### src/rtl/fetch_queue.sv
// ---------------------------------------------------------------------------
// fetch_queue
//
// Instruction fetch stage placed directly after the program counter. Each
// cycle it may issue one read to a synchronous instruction memory (one cycle
// of read latency). Returned words are stored, tagged with their PC, in a
// small FIFO that feeds decode through a valid/ready handshake. full_o tells
// PC control to hold, and a taken branch (flush_i) empties the queue and
// cancels any read that is still in flight.
//
// Ports
//   clock_i        rising-edge clock
//   reset_n_i      asynchronous active-low reset
//   pc_i           address to fetch this cycle
//   pc_valid_i     pc_i is a real fetch request
//   flush_i        discard queued entries and the in-flight read
//   imem_rd_o      instruction-memory read strobe
//   imem_addr_o    instruction-memory address
//   imem_data_i    read data, valid the cycle after imem_rd_o
//   full_o         no slot for a new request; PC must hold
//   valid_o        instr_o / instr_pc_o hold a valid entry
//   ready_i        decode accepts the head entry
//   instr_o        head instruction
//   instr_pc_o     PC of the head instruction
//   instr_count_o  instructions delivered to decode since reset (saturating)
// ---------------------------------------------------------------------------
module fetch_queue #(
   parameter int ADDR_W  = 8,
   parameter int INSTR_W = 9,
   parameter int DEPTH   = 4,
   parameter int CNT_W   = 16
) (
   input  logic               clock_i,
   input  logic               reset_n_i,
   input  logic [ADDR_W-1:0]  pc_i,
   input  logic               pc_valid_i,
   input  logic               flush_i,
   output logic               imem_rd_o,
   output logic [ADDR_W-1:0]  imem_addr_o,
   input  logic [INSTR_W-1:0] imem_data_i,
   output logic               full_o,
   output logic               valid_o,
   input  logic               ready_i,
   output logic [INSTR_W-1:0] instr_o,
   output logic [ADDR_W-1:0]  instr_pc_o,
   output logic [CNT_W-1:0]   instr_count_o
);

   localparam int PTR_W = $clog2(DEPTH);
   localparam int OCC_W = PTR_W + 1;
   localparam logic [OCC_W-1:0] DepthVal = OCC_W'(DEPTH);

   // Entry storage (data path only, no reset needed)
   logic [INSTR_W-1:0] instrMem_q [DEPTH];
   logic [ADDR_W-1:0]  pcMem_q    [DEPTH];

   logic [PTR_W-1:0]   wrPtr_q, wrPtr_d;
   logic [PTR_W-1:0]   rdPtr_q, rdPtr_d;
   logic [OCC_W-1:0]   used_q, used_d;
   logic               inFlight_q, inFlight_d;
   logic [ADDR_W-1:0]  inFlightPc_q, inFlightPc_d;
   logic [CNT_W-1:0]   instrCount_q, instrCount_d;
   logic [INSTR_W-1:0] headInstr_q, headInstr_d;
   logic [ADDR_W-1:0]  headPc_q, headPc_d;

   logic [OCC_W-1:0]   occupancy;
   logic               issueEn;
   logic               pushEn;
   logic               popEn;

   // Handshake and issue decisions. The in-flight read already owns a slot,
   // so full_o counts it; this keeps full_o a function of registered state
   // only and makes a push into a full queue impossible.
   always_comb begin
      occupancy   = used_q + OCC_W'(inFlight_q);
      full_o      = (occupancy == DepthVal);
      valid_o     = (used_q != '0);
      issueEn     = pc_valid_i & ~full_o & ~flush_i;
      pushEn      = inFlight_q & ~flush_i;
      popEn       = valid_o & ready_i;
      imem_rd_o   = issueEn;
      imem_addr_o = pc_i;
   end

   // Next-state for pointers, occupancy, in-flight tag, counter and head.
   // The head registers are refreshed from the entry that will sit at the
   // read pointer after this edge; when that entry is the one being written
   // right now it is taken straight from the memory return path. With an
   // empty result the head holds its previous value.
   always_comb begin
      wrPtr_d      = wrPtr_q;
      rdPtr_d      = rdPtr_q;
      used_d       = used_q;
      inFlight_d   = issueEn;
      inFlightPc_d = issueEn ? pc_i : inFlightPc_q;
      instrCount_d = instrCount_q;
      headInstr_d  = headInstr_q;
      headPc_d     = headPc_q;

      if (flush_i) begin
         wrPtr_d = '0;
         rdPtr_d = '0;
         used_d  = '0;
      end else begin
         wrPtr_d = wrPtr_q + PTR_W'(pushEn);
         rdPtr_d = rdPtr_q + PTR_W'(popEn);
         used_d  = used_q + OCC_W'(pushEn) - OCC_W'(popEn);
      end

      if (popEn && (instrCount_q != '1)) begin
         instrCount_d = instrCount_q + CNT_W'(1);
      end

      if (!flush_i && (used_d != '0)) begin
         if (pushEn && (wrPtr_q == rdPtr_d)) begin
            headInstr_d = imem_data_i;
            headPc_d    = inFlightPc_q;
         end else begin
            headInstr_d = instrMem_q[rdPtr_d];
            headPc_d    = pcMem_q[rdPtr_d];
         end
      end
   end

   // Control and head registers; reset discards queue and in-flight read.
   always_ff @(posedge clock_i or negedge reset_n_i) begin
      if (!reset_n_i) begin
         wrPtr_q      <= '0;
         rdPtr_q      <= '0;
         used_q       <= '0;
         inFlight_q   <= 1'b0;
         inFlightPc_q <= '0;
         instrCount_q <= '0;
         headInstr_q  <= '0;
         headPc_q     <= '0;
      end else begin
         wrPtr_q      <= wrPtr_d;
         rdPtr_q      <= rdPtr_d;
         used_q       <= used_d;
         inFlight_q   <= inFlight_d;
         inFlightPc_q <= inFlightPc_d;
         instrCount_q <= instrCount_d;
         headInstr_q  <= headInstr_d;
         headPc_q     <= headPc_d;
      end
   end

   // Returned word lands at the tail together with its PC tag.
   always_ff @(posedge clock_i) begin
      if (pushEn) begin
         instrMem_q[wrPtr_q] <= imem_data_i;
         pcMem_q[wrPtr_q]    <= inFlightPc_q;
      end
   end

   assign instr_o       = headInstr_q;
   assign instr_pc_o    = headPc_q;
   assign instr_count_o = instrCount_q;

endmodule
### config.mk
export PLATFORM = sky130hd
export DESIGN_NAME = fetch_queue
export DESIGN_NICKNAME = d
export VERILOG_FILES = /design/src/rtl/fetch_queue.sv
export SDC_FILE = /design/constraint.sdc
export NUM_CORES = 1
export LEC_CHECK = 0
export BUFFER_PORTS_ARGS = -buffer_cell sky130_fd_sc_hd__buf_2
export CORE_UTILIZATION = 30
export DETAILED_ROUTE_END_ITERATION = 10
export PLACE_DENSITY = 0.56
export REMOVE_ABC_BUFFERS = 1
export SYNTH_ARGS = -nofsm -noshare
export SYNTH_HDL_FRONTEND = slang
export SYNTH_SLANG_ARGS = --single-unit
### constraint.sdc
create_clock -name clock_i -period 6.66 [get_ports clock_i]
set_input_delay 0.333 -clock clock_i [delete_from_list [all_inputs] [get_ports clock_i]]
set_output_delay 0.333 -clock clock_i [all_outputs]
set_load 0.05 [all_outputs]
Word-level counts from Yosys, hierarchy flattened --
Memories as Yosys holds them, arrays and structs flattened. A register that Yosys moved wholly into a read port is not among the register bits. Cells that the tools add are included.
Operators by class: add/subtract/negate cells 6, $mul 0, div/mod/pow operators 0, magnitude comparators 0, eq/ne operators 2, shift-type cells 0, muxes and demuxes 5, bitwise operators 6, reductions and logical operators 7
Operators with widths (count):
- adder 16 x 1 -> 16 bit, second input constant | 1
- != test 16 bit, second input constant | 1
- adder 3 x 1 -> 3 bit | 2
- nonzero test 3 bit | 2
- adder 2 x 1 -> 2 bit | 2
- bitwise AND 1 bit | 4
- two-way mux 2 bit | 2
- == test 3 bit, second input constant | 1
- zero test 1 bit | 3
- two-way mux 3 bit | 1
- subtractor 3 x 1 -> 3 bit | 1
- logical AND 1 bit | 2
- two-way mux 1 bit | 2
- NOT 1 bit | 2
Storage, ports and cells: register bits after elaboration 32, bits in latches 0, memory bits (writable) 68, ROM bits 0, bits of input ports 22, output and inout bits 44, word-level logic and storage cells 34, memories 2
Memory list:
- instrMem_q | words 4, bits a word 9, read ports 1, clocked after memory_dff 1, wr ports 1, line 54 | logic [INSTR_W-1:0] instrMem_q [DEPTH];
- pcMem_q | words 4, bits a word 8, read ports 1, clocked after memory_dff 1, wr ports 1, line 55 | logic [ADDR_W-1:0] pcMem_q [DEPTH];

Depth between registers and ports, before layout --
depth in word-level cells 7, depth in mapped cells 13, depth with buffers taken out 11

Worst setup path after synthesis --
OpenSTA, ideal clock, no wires.
path kind flip-flop to flip-flop, start register used_q[2], end register headInstr_q[7] (netlist: instr_o[7]), read port of instrMem_q, library setup time 0.127 ns, arrival time 2.718 ns, data required time 6.533 ns, setup slack 3.815 ns, cell stages (with the launch flop) 14, path buffers 2, clock period less this slack 2.845 ns, cell sequence dfrtp_1 o31ai_1 buf_2 inv_1 ha_1 inv_1 ha_1 inv_1 fa_1 xnor3_1 a31oi_4 buf_6 o21a_2 a21oi_2
Between the ends: longest elaborated chain between the ends 6, elaborated cells between the ends (all ways) 9, those cells by class add/sub (3); mux (2); bitwise (1); reduce/logical (3)
RTL lines:
- start, declared | line 59 | logic [OCC_W-1:0] used_q, used_d;
- start signal, assigned | line 139 | used_q <= used_d;
- parallel branches: the longest is 6 deep, another holds adder 3 x 1 -> 3 bit
- end, declared | line 63 | logic [INSTR_W-1:0] headInstr_q, headInstr_d;
Several ways; the timed one is not identified. A chain may end at the register's enable or synchronous reset.

Worst setup path in the final report --
start register used_q[1], end register headPc_q[4] (netlist: instr_pc_o[4]), read port of pcMem_q
Between the ends: longest elaborated chain between the ends 6, elaborated cells between the ends (all ways) 9, those cells by class add/sub (3); mux (2); bitwise (1); reduce/logical (3)
RTL lines:
- parallel branches: the longest is 6 deep, another holds adder 3 x 1 -> 3 bit
- end, declared | line 64 | logic [ADDR_W-1:0] headPc_q, headPc_d;
Several ways; the timed one is not identified.

==> summary.md <==
| Metric | Value |
|---|---|
| Run status | finished, final reports clean |
| Crit-path cells | o31ai_1 > inv_1 > ha_1 > inv_1 > ha_1 > inv_1 > fa_1 > xnor3_1 > a31oi_4 > o21a_2 > a21oi_2 |
| Post-synthesis xor/xnor area fraction | 0.0377 |
| CP arrival | 3.63 ns |
| Rows | 48 |
| Cts hold-fix bufs | 0 |
| Number of clock buffers inserted by TritonCTS | 17 |
| Worst-path fanout max | 34 |
| Initial drt markers | 133 |
| Critical Setup Path Class | reg2reg |
| Total Die Area | 18300 sq um |
| DIE HEIGHT | 135 microns |
| Routed vias | 3234 |
| Buf+Inv Stages, Crit Path | 3 |
| Post-layout worst setup margin | 3.30 ns |
| IO Port Bufs | 65 |
| Setup-violating endpoint count in the final report | 0 |
| Worst-Margin Slew | 1.11 ns |
| Post-CTS Setup Inserts | 0 |
| RSZ-0062 raised after global routing | false |
| Crit-path slowest cell | a31oi_4 |
| Pleak | 2.57 nW |
| Fin crit share | 0.504 |
| Mean Syn Cell Area | 13.4 sq um |
| IO Pins | 66 |
| Setup TNS | 0 ns |
| Simple-Gate Fraction of Synth Area | 0.0928 |
| DR vias/cell | 4.66 |
| Tmin final | 3.36 ns |
| HP Class | in2async |
| Slowest stage delay, CP | 0.83 ns |
| Main combinational cell family by area after synthesis | compound AO/OA/AOI/OAI gates |
| Worst Setup End Kind | flop |
| Final hold viol count | 0 |
| Worst Skew | 0.0105 ns |
| Commonest cells after routing, fill and taps aside | 68 x edfxtp_1, 65 x buf_2, 49 x dfrtp_1, 25 x mux2_2 |
| Drt drc | 0 |
| Power Density | 446 nW/um^2 |
| TritonCTS clock tree | done |
| Root Driver | clkbuf_16 |
| Area of the multi-input gates | 1830 sq um |
| Syn Inst Count | 397 |
| Rel. slew slack | 0.262 |
| Detailed-router iteration count before antenna repair | 4 |
| Flip-flop and latch area | 3270 sq um |
| WP data required | 6.93 ns |
| Initial antenna violation count | 0 |
| Layout fillers | 1686 |
| GRT Resource Usage Total | 0.131 |
| Placer Congestion | 0.715 |
| Vias in the first global route | 3350 |
| Peak supply drop | 0.273 mV |
| Synthesis Warnings | 0 |
| Dpl ws | 2.96 ns |
| Initial Utilization | 0.308 |
| Die width | 135 microns |
| Mux contribution to synthesized area | 0.0577 |
| Routed Wire Length | 11.0 mm |
| Worst setup SP type | flop |
| Layout cells sized above 1 | 0.352 |
| Delay-heaviest family, CP | compound AO/OA/AOI/OAI gates |
| Clk buf depth | 2 |
| Max_cap viols | 0 |
| TritonCTS Sinks | 117 |
| Core box area | 17400 sq um |
| Area Overhead vs Synth | 19.9% |
| Clock Pin Slew Worst Setup and Hold Paths | 0.05 ns |
| Post-Synth Adder-Cell Area | 0.0202 |
| Hpwl dp | 6.45 mm |
| Post-synthesis compound-gate area fraction | 0.129 |
| CTS H-Tree Depth | 4 |
| Largest net degree at the start of global routing | 53 |
| DRT antenna net count | 0 |
| First-pass GRT wire length | 17.9 mm |
| WL/cell | 15.9 microns |
| Fin nets | 486 |
| Mapped cell area | 5340 sq um |
| Post-cts gate resize count | 0 |
| Commonest non-fill, non-tap cell in the layout | edfxtp_1 |
| Final Max Slew Viols | 0 |
| Synth unique cells | 45 |
| Diode count | 0 |
| CP most frequent cell | inv_1 |
| Seq/Total Area, Yosys | 0.612 |
| Clk_lat worst skew | 0.40 ns |
| Fmax | 0.298 GHz |
| Grt ovf | 0 |
| Flops & latches, synth | 117 |
==> per-layer routing <==
layer | vias up | wire length (microns) | track usage
met5 | - | 0 | 0
met4 | 0 | 82 | 0.0400
met3 | 8 | 570 | 0.0453
met2 | 72 | 5110 | 0.210
met1 | 1596 | 5270 | 0.165
li1 | 1558 | - | -
==> registers in the layout, summed over array words and instances, names as in the netlist <==
name and cells:
inFlight_q 1, wrPtr_q 2, rdPtr_q 2, instr_o 9, inFlightPc_q 8, instr_count_o 16, pcMem_q 32, instrMem_q 36
instr_pc_o 8, used_q 3
==> metrics by stage <==
| stage | power (W) | utilization | hold slack, ns | instances | instance area [sq um] |
|---|---|---|---|---|---|
| after floorplan | 0.00176 | - | 0.0374 | 366 | 5160 |
| after global placement | 0.00199 | 0.336 | 0.494 | 662 | 5840 |
| after detailed placement | 0.00202 | 0.336 | 0.506 | 662 | 5840 |
| after CTS | 0.00288 | 0.369 | 0.0863 | 694 | 6400 |
| after global routing | 0.00301 | 0.369 | 0.100 | 694 | 6400 |
| final | 0.00285 | 0.369 | 0.0491 | 694 | 6400 |
==> final cells by class <==
| cell class | count | area share |
|---|---|---|
| Tap cell | 225 | 0.0440 |
| Clock buffer | 28 | 0.0807 |
| Multi-Input combinational cell | 226 | 0.286 |
| Inverter | 23 | 0.0135 |
| Timing Repair Buffer | 71 | 0.0579 |
| Clock inverter | 4 | 0.00704 |
| Sequential cell | 117 | 0.511 |
==> logic make-up after synthesis <==
group	Yosys count
xor gates and xnor gates	19
and+or+nand+nor	84
AOI/OAI and AO/OA	88
adders and majority gates	8
muxes	27
buffers and inverters	54
DFF	117
==> report_power, final <==
| group | switching, W | internal, W |
|---|---|---|
| registers | 0.0000969 | 0.000901 |
| clock network | 0.000295 | 0.000561 |
| logic | 0.000656 | 0.000343 |
| total | 0.00105 | 0.00180 |
==> synthesized netlist by cell type (all sizes together) <==
cell	n	share of area
a21oi	17	0.028
a31oi	1	0.0040
and3	3	0.0035
buf	20	0.026
clkbuf	11	0.0080
dfrtp	49	0.23
edfxtp	68	0.38
fa	1	0.0038
ha	7	0.016
inv	23	0.016
mux2	27	0.058
nand2	4	0.0028
nand2b	19	0.022
nand3	7	0.0098
nand4	7	0.0094
nor2	25	0.018
nor2b	1	0.0012
nor3	4	0.0038
nor3b	3	0.0042
nor4	6	0.011
nor4b	1	0.0016
o21a	35	0.052
o21ai	17	0.016
o221ai	17	0.028
o31ai	1	0.0014
or2b	1	0.0014
or3	2	0.0023
or4	1	0.0014
xnor2	8	0.015
xnor3	2	0.0084
xor2	9	0.015
==> path summary, 6_finish.rpt <==
path / start / endpoint / slack, ns / cells past startpoint
min reg2reg: instr_o[7]$_DFFE_PN0P_ / instr_o[7]$_DFFE_PN0P_ / 0.51 / 2
min: reset_n_i / instr_count_o[14]$_DFFE_PN0P_ / 0.05 / 2
max in group asynchronous: reset_n_i / instr_count_o[8]$_DFFE_PN0P_ / 6.13 / 2
min in group clock_i: imem_data_i[5] / instrMem_q[3][5]$_DFFE_PP_ / 0.16 / 1
max reg2reg: used_q[1]$_DFF_PN0_ / instr_pc_o[4]$_DFFE_PN0P_ / 3.30 / 11
max: used_q[1]$_DFF_PN0_ / instr_pc_o[4]$_DFFE_PN0P_ / 3.30 / 11
==> worst register-to-register path, stage by stage, from the launching register on <==
cell and delay, ns:
dfrtp_1 0.46, o31ai_1 0.32, inv_1 0.14, ha_1 0.30, inv_1 0.06, ha_1 0.13, inv_1 0.05, fa_1 0.37
xnor3_1 0.25, a31oi_4 0.83, o21a_2 0.28, a21oi_2 0.05
Power figures use the tool's default switching activity.
